--- src/rtl/conv_layer_scheduler.sv ---
// Layer sequencer for a conv accelerator: walks each layer through weight LOAD,
// MAC COMPUTE and pipeline DRAIN, then advances the layer index until the run is done.
module conv_layer_scheduler #(
   parameter int unsigned CNT_W        = 16,
   parameter int unsigned MAX_LAYERS   = 8,
   parameter int unsigned DRAIN_CYCLES = 4
) (
   input  logic             clk,
   input  logic             rst,
   input  logic             start,
   input  logic             abort,
   input  logic [3:0]       cfg_layers,
   input  logic [CNT_W-1:0] cfg_wt_beats,
   input  logic [CNT_W-1:0] cfg_tiles,
   input  logic             ddr_valid,
   input  logic             mac_valid,
   output logic             wt_load_en,
   output logic             mac_en,
   output logic [2:0]       current_state,
   output logic             state_rst,
   output logic [3:0]       layer_idx,
   output logic             busy,
   output logic             done
);

   localparam int unsigned   DRAIN_W    = (DRAIN_CYCLES > 1) ? $clog2(DRAIN_CYCLES) : 1;
   localparam logic [DRAIN_W-1:0] DRAIN_LAST = DRAIN_W'(DRAIN_CYCLES - 1);
   localparam logic [3:0]    MAX_L      = 4'(MAX_LAYERS);

   typedef enum logic [2:0] {
      S_IDLE    = 3'd0,
      S_LOAD    = 3'd1,
      S_COMPUTE = 3'd2,
      S_DRAIN   = 3'd3,
      S_NEXT    = 3'd4,
      S_DONE    = 3'd5
   } state_e;

   state_e             state_q, state_d;
   logic [3:0]         layers_q, layers_d;
   logic [CNT_W-1:0]   wt_beats_q, wt_beats_d;
   logic [CNT_W-1:0]   tiles_q, tiles_d;
   logic [CNT_W-1:0]   beat_cnt_q, beat_cnt_d;
   logic [CNT_W-1:0]   tile_cnt_q, tile_cnt_d;
   logic [DRAIN_W-1:0] drain_cnt_q, drain_cnt_d;
   logic [3:0]         layer_idx_q, layer_idx_d;

   logic wt_load_en_q, mac_en_q, state_rst_q, busy_q, done_q;

   // Zero layers means one; anything beyond the hardware limit is clamped.
   function automatic logic [3:0] eff_layers(input logic [3:0] n);
      if (n == 4'd0) return 4'd1;
      if (n > MAX_L) return MAX_L;
      return n;
   endfunction

   // First state of a layer, skipping phases whose work count is zero.
   function automatic state_e first_state(input logic [CNT_W-1:0] wt,
                                          input logic [CNT_W-1:0] tl);
      if (wt != '0) return S_LOAD;
      if (tl != '0) return S_COMPUTE;
      return S_DRAIN;
   endfunction

   always_comb begin
      state_d     = state_q;
      layers_d    = layers_q;
      wt_beats_d  = wt_beats_q;
      tiles_d     = tiles_q;
      beat_cnt_d  = beat_cnt_q;
      tile_cnt_d  = tile_cnt_q;
      drain_cnt_d = '0;
      layer_idx_d = layer_idx_q;

      if (abort && (state_q != S_IDLE)) begin
         state_d     = S_IDLE;
         beat_cnt_d  = '0;
         tile_cnt_d  = '0;
         layer_idx_d = 4'd0;
      end else begin
         case (state_q)
            S_IDLE: begin
               if (start) begin
                  layers_d    = eff_layers(cfg_layers);
                  wt_beats_d  = cfg_wt_beats;
                  tiles_d     = cfg_tiles;
                  beat_cnt_d  = '0;
                  tile_cnt_d  = '0;
                  layer_idx_d = 4'd0;
                  state_d     = first_state(cfg_wt_beats, cfg_tiles);
               end
            end
            S_LOAD: begin
               if (ddr_valid) begin
                  beat_cnt_d = beat_cnt_q + CNT_W'(1);
                  if ((beat_cnt_q + CNT_W'(1)) == wt_beats_q)
                     state_d = (tiles_q == '0) ? S_DRAIN : S_COMPUTE;
               end
            end
            S_COMPUTE: begin
               if (mac_valid) begin
                  tile_cnt_d = tile_cnt_q + CNT_W'(1);
                  if ((tile_cnt_q + CNT_W'(1)) == tiles_q)
                     state_d = S_DRAIN;
               end
            end
            S_DRAIN: begin
               if (drain_cnt_q == DRAIN_LAST) state_d = S_NEXT;
               else                           drain_cnt_d = drain_cnt_q + DRAIN_W'(1);
            end
            S_NEXT: begin
               if (layer_idx_q == (layers_q - 4'd1)) begin
                  state_d = S_DONE;
               end else begin
                  layer_idx_d = layer_idx_q + 4'd1;
                  beat_cnt_d  = '0;
                  tile_cnt_d  = '0;
                  state_d     = first_state(wt_beats_q, tiles_q);
               end
            end
            S_DONE:  state_d = S_IDLE;
            default: state_d = S_IDLE;
         endcase
      end
   end

   // Outputs are registered from the next state so they line up with current_state.
   always_ff @(posedge clk) begin
      if (rst) begin
         state_q      <= S_IDLE;
         layers_q     <= 4'd0;
         wt_beats_q   <= '0;
         tiles_q      <= '0;
         beat_cnt_q   <= '0;
         tile_cnt_q   <= '0;
         drain_cnt_q  <= '0;
         layer_idx_q  <= 4'd0;
         wt_load_en_q <= 1'b0;
         mac_en_q     <= 1'b0;
         state_rst_q  <= 1'b0;
         busy_q       <= 1'b0;
         done_q       <= 1'b0;
      end else begin
         state_q      <= state_d;
         layers_q     <= layers_d;
         wt_beats_q   <= wt_beats_d;
         tiles_q      <= tiles_d;
         beat_cnt_q   <= beat_cnt_d;
         tile_cnt_q   <= tile_cnt_d;
         drain_cnt_q  <= drain_cnt_d;
         layer_idx_q  <= layer_idx_d;
         wt_load_en_q <= (state_d == S_LOAD);
         mac_en_q     <= (state_d == S_COMPUTE);
         state_rst_q  <= (state_d != state_q);
         busy_q       <= (state_d != S_IDLE);
         done_q       <= (state_d == S_DONE);
      end
   end

   assign current_state = state_q;
   assign layer_idx     = layer_idx_q;
   assign wt_load_en    = wt_load_en_q;
   assign mac_en        = mac_en_q;
   assign state_rst     = state_rst_q;
   assign busy          = busy_q;
   assign done          = done_q;

endmodule

--- config.mk ---
export PLATFORM = sky130hd
export DESIGN_NAME = conv_layer_scheduler
export DESIGN_NICKNAME = d
export VERILOG_FILES = /design/src/rtl/conv_layer_scheduler.sv
export SDC_FILE = /design/constraint.sdc
export NUM_CORES = 1
export LEC_CHECK = 0
export ABC_AREA = 1
export CAP_MARGIN = 15
export CELL_PAD_IN_SITES_DETAIL_PLACEMENT = 0
export CELL_PAD_IN_SITES_GLOBAL_PLACEMENT = 2
export CORE_MARGIN = 5
export CORE_UTILIZATION = 33
export CTS_CLUSTER_SIZE = 10
export DETAILED_ROUTE_END_ITERATION = 7
export GPL_TIMING_DRIVEN = 0
export PLACE_DENSITY = 0.84
export SLEW_MARGIN = 10
export SYNTH_ARGS = -nofsm -noshare
export SYNTH_HDL_FRONTEND = slang
export SYNTH_SLANG_ARGS = --single-unit
--- constraint.sdc ---
create_clock -name clk -period 5.08 [get_ports clk]
set_clock_uncertainty 0.15 [all_clocks]
set_input_delay 1.524 -clock clk [delete_from_list [all_inputs] [get_ports clk]]
set_output_delay 1.524 -clock clk [all_outputs]
set_load 0.01 [all_outputs]
==> results of run 1 <==
==> state kept, by name, summed over array words and instances (netlist names) <==
name           flops
beat_cnt_q        16
layers_q           4
layer_idx          4
state_rst          1
current_state      3
mac_en             1
wt_load_en         1
done               1
busy               1
wt_beats_q        16
tile_cnt_q        16
tiles_q           16
drain_cnt_q        2
==> cells by family after synthesis <==
| logic type | Yosys count | share of synthesized area |
|---|---|---|
| and+or+nand+nor | 383 | 0.356 |
| AOI/OAI and AO/OA | 133 | 0.158 |
| buffers and inverters | 120 | 0.0959 |
| DFF | 82 | 0.345 |
| xor gates and xnor gates | 13 | 0.0328 |
| adders and majority gates | 5 | 0.0131 |
==> metal layers <==
metal / track usage / routed length (µm) / up-vias
met3: 0.0250 / 525 / 26
met2: 0.295 / 6750 / 103
li1: - / - / 2573
met1: 0.264 / 7610 / 2319
met4: 0.0685 / 349 / 0
met5: 0 / 0 / -
==> critical path: cells and delay by family <==
kind            cells  cell delay, ps
simple gates        1             560
compound gates      2             360
buf+inv             5            1330
==> power by group <==
part / internal, mW / switching, mW / total, mW / leakage [nW]
clock: 0.432 / 0.291 / 0.723 / 0.145
combinational: 0.123 / 0.194 / 0.318 / 1.51
sequential: 0.689 / 0.0395 / 0.729 / 0.673
total: 1.24 / 0.525 / 1.77 / 2.32
==> path summary, 6_finish.rpt <==
kind                                   start                          to  slack, ps  cells past startpoint
setup / recovery                       start  wt_beats_q[8]$_SDFFE_PP0P_       1360                      8
setup reg to reg  tile_cnt_q[0]$_SDFFE_PP0P_        state_rst$_SDFF_PP0_       2200                     16
hold / removal     drain_cnt_q[0]$_SDFF_PP0_   drain_cnt_q[0]$_SDFF_PP0_        270                      1
hold reg to reg    drain_cnt_q[0]$_SDFF_PP0_   drain_cnt_q[0]$_SDFF_PP0_        270                      1
==> through the flow <==
step | setup slack (ps) | util | cells | hold WS [ps]
final | 1360 | 0.406 | 988 | 270
after detailed placement | 988 | 0.384 | 972 | 264
after global placement | 1030 | 0.384 | 972 | 256
after global routing | 1190 | 0.406 | 988 | 302
after floorplan | 2240 | - | 736 | 247
after CTS | 1350 | 0.406 | 988 | 274
==> final cells by class <==
| type | count | area [µm²] |
|---|---|---|
| inverters | 99 | 372 |
| multi-input cells | 534 | 2660 |
| flip-flops and latches | 82 | 1640 |
| fillers | 1560 | 8540 |
| plain buffers | 21 | 85.1 |
| clock inverters | 6 | 91.3 |
| repair buffers | 52 | 520 |
| clock buffers | 10 | 229 |
| well taps | 184 | 230 |
==> cell usage in the layout, fill, tap and decap left out, types with 11 or more instances in the layout <==
master,instances
nand2_1,178
inv_1,97
dfxtp_1,82
nor2_1,72
nand3_1,72
a21oi_1,56
clkdlybuf4s50_1,52
o21ai_0,36
a211oi_1,20
clkbuf_1,19
nand4_1,15
nor4_1,14
a31oi_1,14
nor2_2,11
==> results.md, run 1 <==
* Nets at 846
* Max Slew Vio Count at 0
* Final min period at 3720 ps
* DRC at 0
* Critical-path cell list: clkdlybuf4s50_1 > inv_1 > nor2_1 > inv_1 > clkbuf_1 > clkbuf_1 > o21ai_0 > a21oi_1
* Initial core utilization at 0.331
* Mapped cell area at 0.00476 mm²
* Max Clock Freq at 269 MHz
* Placeable Area at 0.0144 mm²
* Detail-routed via count per cell at 5.08
* Hold Buf Count CTS at 0
* Post-synth top flop: dfxtp_1
* Max-Cap Viols at 0
* Max Root-Sink Buffers at 2
* Antenna Diode Count at 0
* Worst-margin pin slew at 711 ps
* Clock tree sinks at 82
* DRT iter0 DRCs at 250
* Count of final hold-check violations at 0
* Top cells by area, synth: dfxtp_1 (34%), nand2_1 (14%), inv_1 (7.6%), nand3_1 (7.6%), a21oi_1 (5.9%)
* Setup Buffers After CTS at 0
* Syn Nets at 783
* Placed inst area at 0.00551 mm²
* Synthesized flop and latch total at 82
* Max stage delay cell, worst path: nor2_1
* CP Class: input port to flip-flop
* Tcrit/Tclk final at 0.733
* Post-route cell area at 0.00583 mm²
* Peak supply drop at 0.000161 V
* Die Ht at 130 µm
* Avg WL per Cell at 15.4 µm
* Htree depth at 3
* Crit path required time at 5140 ps
* Fraction of final layout cells sized beyond drive strength 1 at 0.0522
* Vias at 5021
* DP Wirelength at 11.9 mm
* Clock slew at reported path FFs at 70 ps
* Worst min path class: flip-flop to flip-flop
* Gate count after technology mapping at 736
* Synth Warn # at 0
* Die area at 0.0169 mm²
* Initial antenna violation count at 0
* Post-synthesis sequential area ratio at 0.345
* Peak fanout along the critical path at 10
* Iteration count of the initial detailed-routing pass at 4
* RSZ-0062 raised after global routing: false
* Detail Route Antenna Nets at 0
* PD cells at 303 mW/mm²
* Status: finished clean
* CTS Buf Count at 9
* Die width at 130 µm
* Routed WL at 15.2 mm
* Port Buffers at 52
* Post-synth ARST share at 0
* Most frequent cell after synthesis: nand2_1
* Area growth syn-to-layout at 22.5%
* Total GRT Usage at 0.188
* Final setup fails at 0
* Largest net degree at the start of global routing at 15
* Resize count post-CTS at 0
* EDFF count, synth at 0
* Total grt overflow at 0
* Share of the synthesized area in the top cell type at 0.345
* Yosys cell types at 35
* Vias in the first global route at 4913
* Slew headroom at 0.524
* Most frequent cells after synthesis: nand2_1 (178), inv_1 (97), dfxtp_1 (82)
* First-pass GRT wire length at 24.8 mm
* Skew-Pair Late Insertion Delay at 350 ps
* CP peak stage delay at 560 ps
* Area leader, netlist: dfxtp_1
* Root Buffer: clkbuf_16
* Crit end category: flip-flop
* Syn_area_per_cell at 6.47 µm²
* CTS tree: done
* Placer Congestion at 0.873
* I/O pin cnt at 54
* Critical path launch point type: input port
* TNS Setup at 0 ps
* Worst EP arrival at 3790 ps
* P_leak at 2.32 nW
* Rows at 44
* Final Power at 1.77 mW
Note: power is estimated with default switching activity, not from simulation.
==> run 2: changes to the inputs <==
CORE_UTILIZATION = 28   (was 33)
PLACE_DENSITY = 0.76   (was 0.84)
clock period = 3.2 ns   (was 5.08 ns; I/O delays follow)
==> run 2 against run 1 <==
Effect of this change: largest cell class unchanged; clock power is 54% higher; sequential share of layout area is 0.14 points lower; worst setup slack lost 1100 ps; power up 57%; hold slack better by 2.8 ps; critical path type unchanged; register-to-register slack got worse by 1900 ps; count of clock-buffer cells in the layout increased by 2; critical endpoint is now state_rst$_SDFF_PP0_; routed wire length grew 5.7%; non-clock buffer count is the same.
==> results.md, run 2 (synthesized netlist as in run 1, its figures left out) <==
* Status: finished clean
* Detail Route Antenna Nets at 0 (unchanged)
* P_int at 1.97 mW (+58%)
* Multi-input gate area at 0.00267 mm² (about the same)
* P_leak at 2.33 nW (about the same)
* Placed inst area at 0.00556 mm² (+0.82%)
* Initial antenna violation count at 0 (unchanged)
* Total grt overflow at 0 (unchanged)
* CTS Buf Count at 9 (unchanged)
* Clock tree sinks at 82 (unchanged)
* Die Ht at 140 µm (+7.9%)
* Sw frac at 0.290 (-0.00670)
* Max Used Layer: met4
* CTS tree: done
* CP Class: input port to flip-flop
* DRC at 0 (unchanged)
* Largest net degree at the start of global routing at 13 (-2)
* Die width at 140 µm (+7.9%)
* Clock slew at reported path FFs at 60 ps (about the same)
* Routed WL at 16.1 mm (+5.7%)
* Placeable Area at 0.0166 mm² (+16%)
* Hold Buf Count CTS at 0 (unchanged)
* Initial core utilization at 0.286 (-0.0453)
* Nets at 846 (unchanged)
* Resize count post-CTS at 0 (unchanged)
* Max-Cap Viols at 0 (unchanged)
* DP Wirelength at 12.4 mm (+4.2%)
* Rows at 47 (+6.8%)
* Register area at 0.00164 mm² (unchanged)
* First-pass GRT wire length at 25.7 mm (+3.9%)
* Final setup fails at 0 (unchanged)
* Count of final hold-check violations at 0 (unchanged)
* Total GRT Usage at 0.164 (-0.0237)
* Comb power frac at 0.183 (+0.003)
* Die area at 0.0197 mm² (+16%)
* FF-to-FF End: state_rst$_SDFF_PP0_
* Most common cell after layout, fill and taps aside: nand2_1
* RSZ-0062 raised after global routing: false
* Setup Buffers After CTS at 0 (unchanged)
* Post-route cell area at 0.00586 mm² (+0.49%)
* Final std cells w/o fill at 1023 (+3.5%)
* Worst hold path cell count at 1 (unchanged)
* Avg WL per Cell at 15.7 µm (+2.0%)
* I/O pin cnt at 54 (unchanged)
* Switching power total at 805 µW (+53%)
* Hold Crit Start: drain_cnt_q[0]$_SDFF_PP0_
* Max Slew Vio Count at 0 (unchanged)
* Max Clock Freq at 338 MHz
* Htree depth at 3 (unchanged)
* DRT iter0 DRCs at 389 (+56%)
* WL met3 at 813 µm (+55%)
* Vias at 5037 (+0.32%)
* Crit path required time at 3270 ps (-1870 ps)
* Peak fanout along the critical path at 3 (-7)
* Port Buffers at 52 (unchanged)
* WHS Endpoint: drain_cnt_q[0]$_SDFF_PP0_
* Placed Instances at 1008 (+3.7%)
* Met2 Routed Length at 7.32 mm (+8.4%)
* Skew-Pair Late Insertion Delay at 340 ps (about the same)
* Seq pwr share at 0.418 (+0.006)
* Worst min path class: flip-flop to flip-flop
* Vias in the first global route at 4980 (+1.4%)
* Critical path launch point type: input port
* Setup slack, reg-to-reg at 290 ps (-1910 ps)
* Root Buffer: clkbuf_16
* Final min period at 2960 ps
* WL met1 at 7.64 mm (+0.45%)
* Clock power share at 0.399 (-0.010)
* Iteration count of the initial detailed-routing pass at 5 (+1)
* Placer Congestion at 0.848 (-2.9%)
* Peak supply drop at 0.000264 V (+64%)
* Antenna Diode Count at 0 (unchanged)
* PD cells at 473 mW/mm² (+56%)
* Reg2Reg Depth at 18 (+2)
* Slew headroom at 0.540 (+0.0162)
* Fill cells at 1793 (+15%)
* Worst r2r src: tile_cnt_q[0]$_SDFFE_PP0P_
* Crit end category: flip-flop
* Detail-routed via count per cell at 4.92 (-3.1%)
* Max Root-Sink Buffers at 2 (unchanged)
* Tcrit/Tclk final at 0.925
* Most frequent cells in the layout: nand2_1 (178), inv_1 (97), dfxtp_1 (82)
* Fraction of final layout cells sized beyond drive strength 1 at 0.0498 (-0.00243)
* Area growth syn-to-layout at 23.1%
* Worst EP arrival at 3030 ps (-760 ps)
* Worst-margin pin slew at 687 ps (-24.2 ps)
## run 2: area by class of cell
type / instances / share of cell area
Buffer: 21 / 0.0145
Clock buffer: 12 / 0.0403
Clock inverter: 3 / 0.0111
Inverter: 99 / 0.0634
Multi-Input combinational cell: 534 / 0.455
Sequential cell: 82 / 0.280
Tap cell: 220 / 0.0470
Timing Repair Buffer: 52 / 0.0888
## run 2: routing by layer
layer / vias up / track usage
met5: - / 0
met4: 0 / 0.0510
li1: 2570 / -
met2: 126 / 0.268
met3: 26 / 0.0416
met1: 2315 / 0.214
## run 2: worst max-delay path, cell delays in order
cell	delay, ps
clkdlybuf4s50_1	440
nor4_1	620
nand4_1	260
nand2_1	110
nand2_1	50
nand3_1	90
nor2_1	50
nand2_1	100
nand2_2	80
nand2_1	70
nand2_1	50
nor2_1	100
nor2_1	50
## run 2: how the worst max path moves through the flow
stage	cells past startpoint	start	slack [ps]	to
floorplan	17	mac_valid	920	state_rst$_SDFF_PP0_
global placement	8	start	-330	wt_beats_q[8]$_SDFFE_PP0P_
detailed placement	8	start	-330	wt_beats_q[8]$_SDFFE_PP0P_
CTS	8	start	30	wt_beats_q[8]$_SDFFE_PP0P_
global route	18	tile_cnt_q[0]$_SDFFE_PP0P_	30	state_rst$_SDFF_PP0_
finish	13	cfg_tiles[0]	240	state_rst$_SDFF_PP0_
## run 2: per-stage QoR
| stage | util | worst slack (ps) | power [mW] | setup TNS, ps | hold slack, ps |
|---|---|---|---|---|---|
| finish | 0.352 | 240 | 2.78 | 0 | 273 |
| global route | 0.352 | 32.1 | 2.93 | 0 | 312 |
| CTS | 0.352 | 32.9 | 2.81 | 0 | 278 |
| detailed placement | 0.334 | -333 | 1.69 | -5120 | 269 |
| global placement | 0.334 | -325 | 1.69 | -4920 | 256 |
| floorplan | - | 920 | 1.49 | 0 | 247 |
## run 2: power by group through the flow
stage / clock network, mW / logic [mW] / registers, mW
after floorplan: 0 / 0.321 / 1.16
after global placement: 0 / 0.505 / 1.18
after detailed placement: 0 / 0.509 / 1.18
after CTS: 1.14 / 0.511 / 1.16
after global routing: 1.19 / 0.574 / 1.17
final: 1.11 / 0.507 / 1.16
==> run 3: changes to the inputs <==
ABC_CLOCK_PERIOD_IN_PS = 3200   (was not set)
==> results of run 3 <==
Final layout, timing and power as in run 2 (identical DEF).
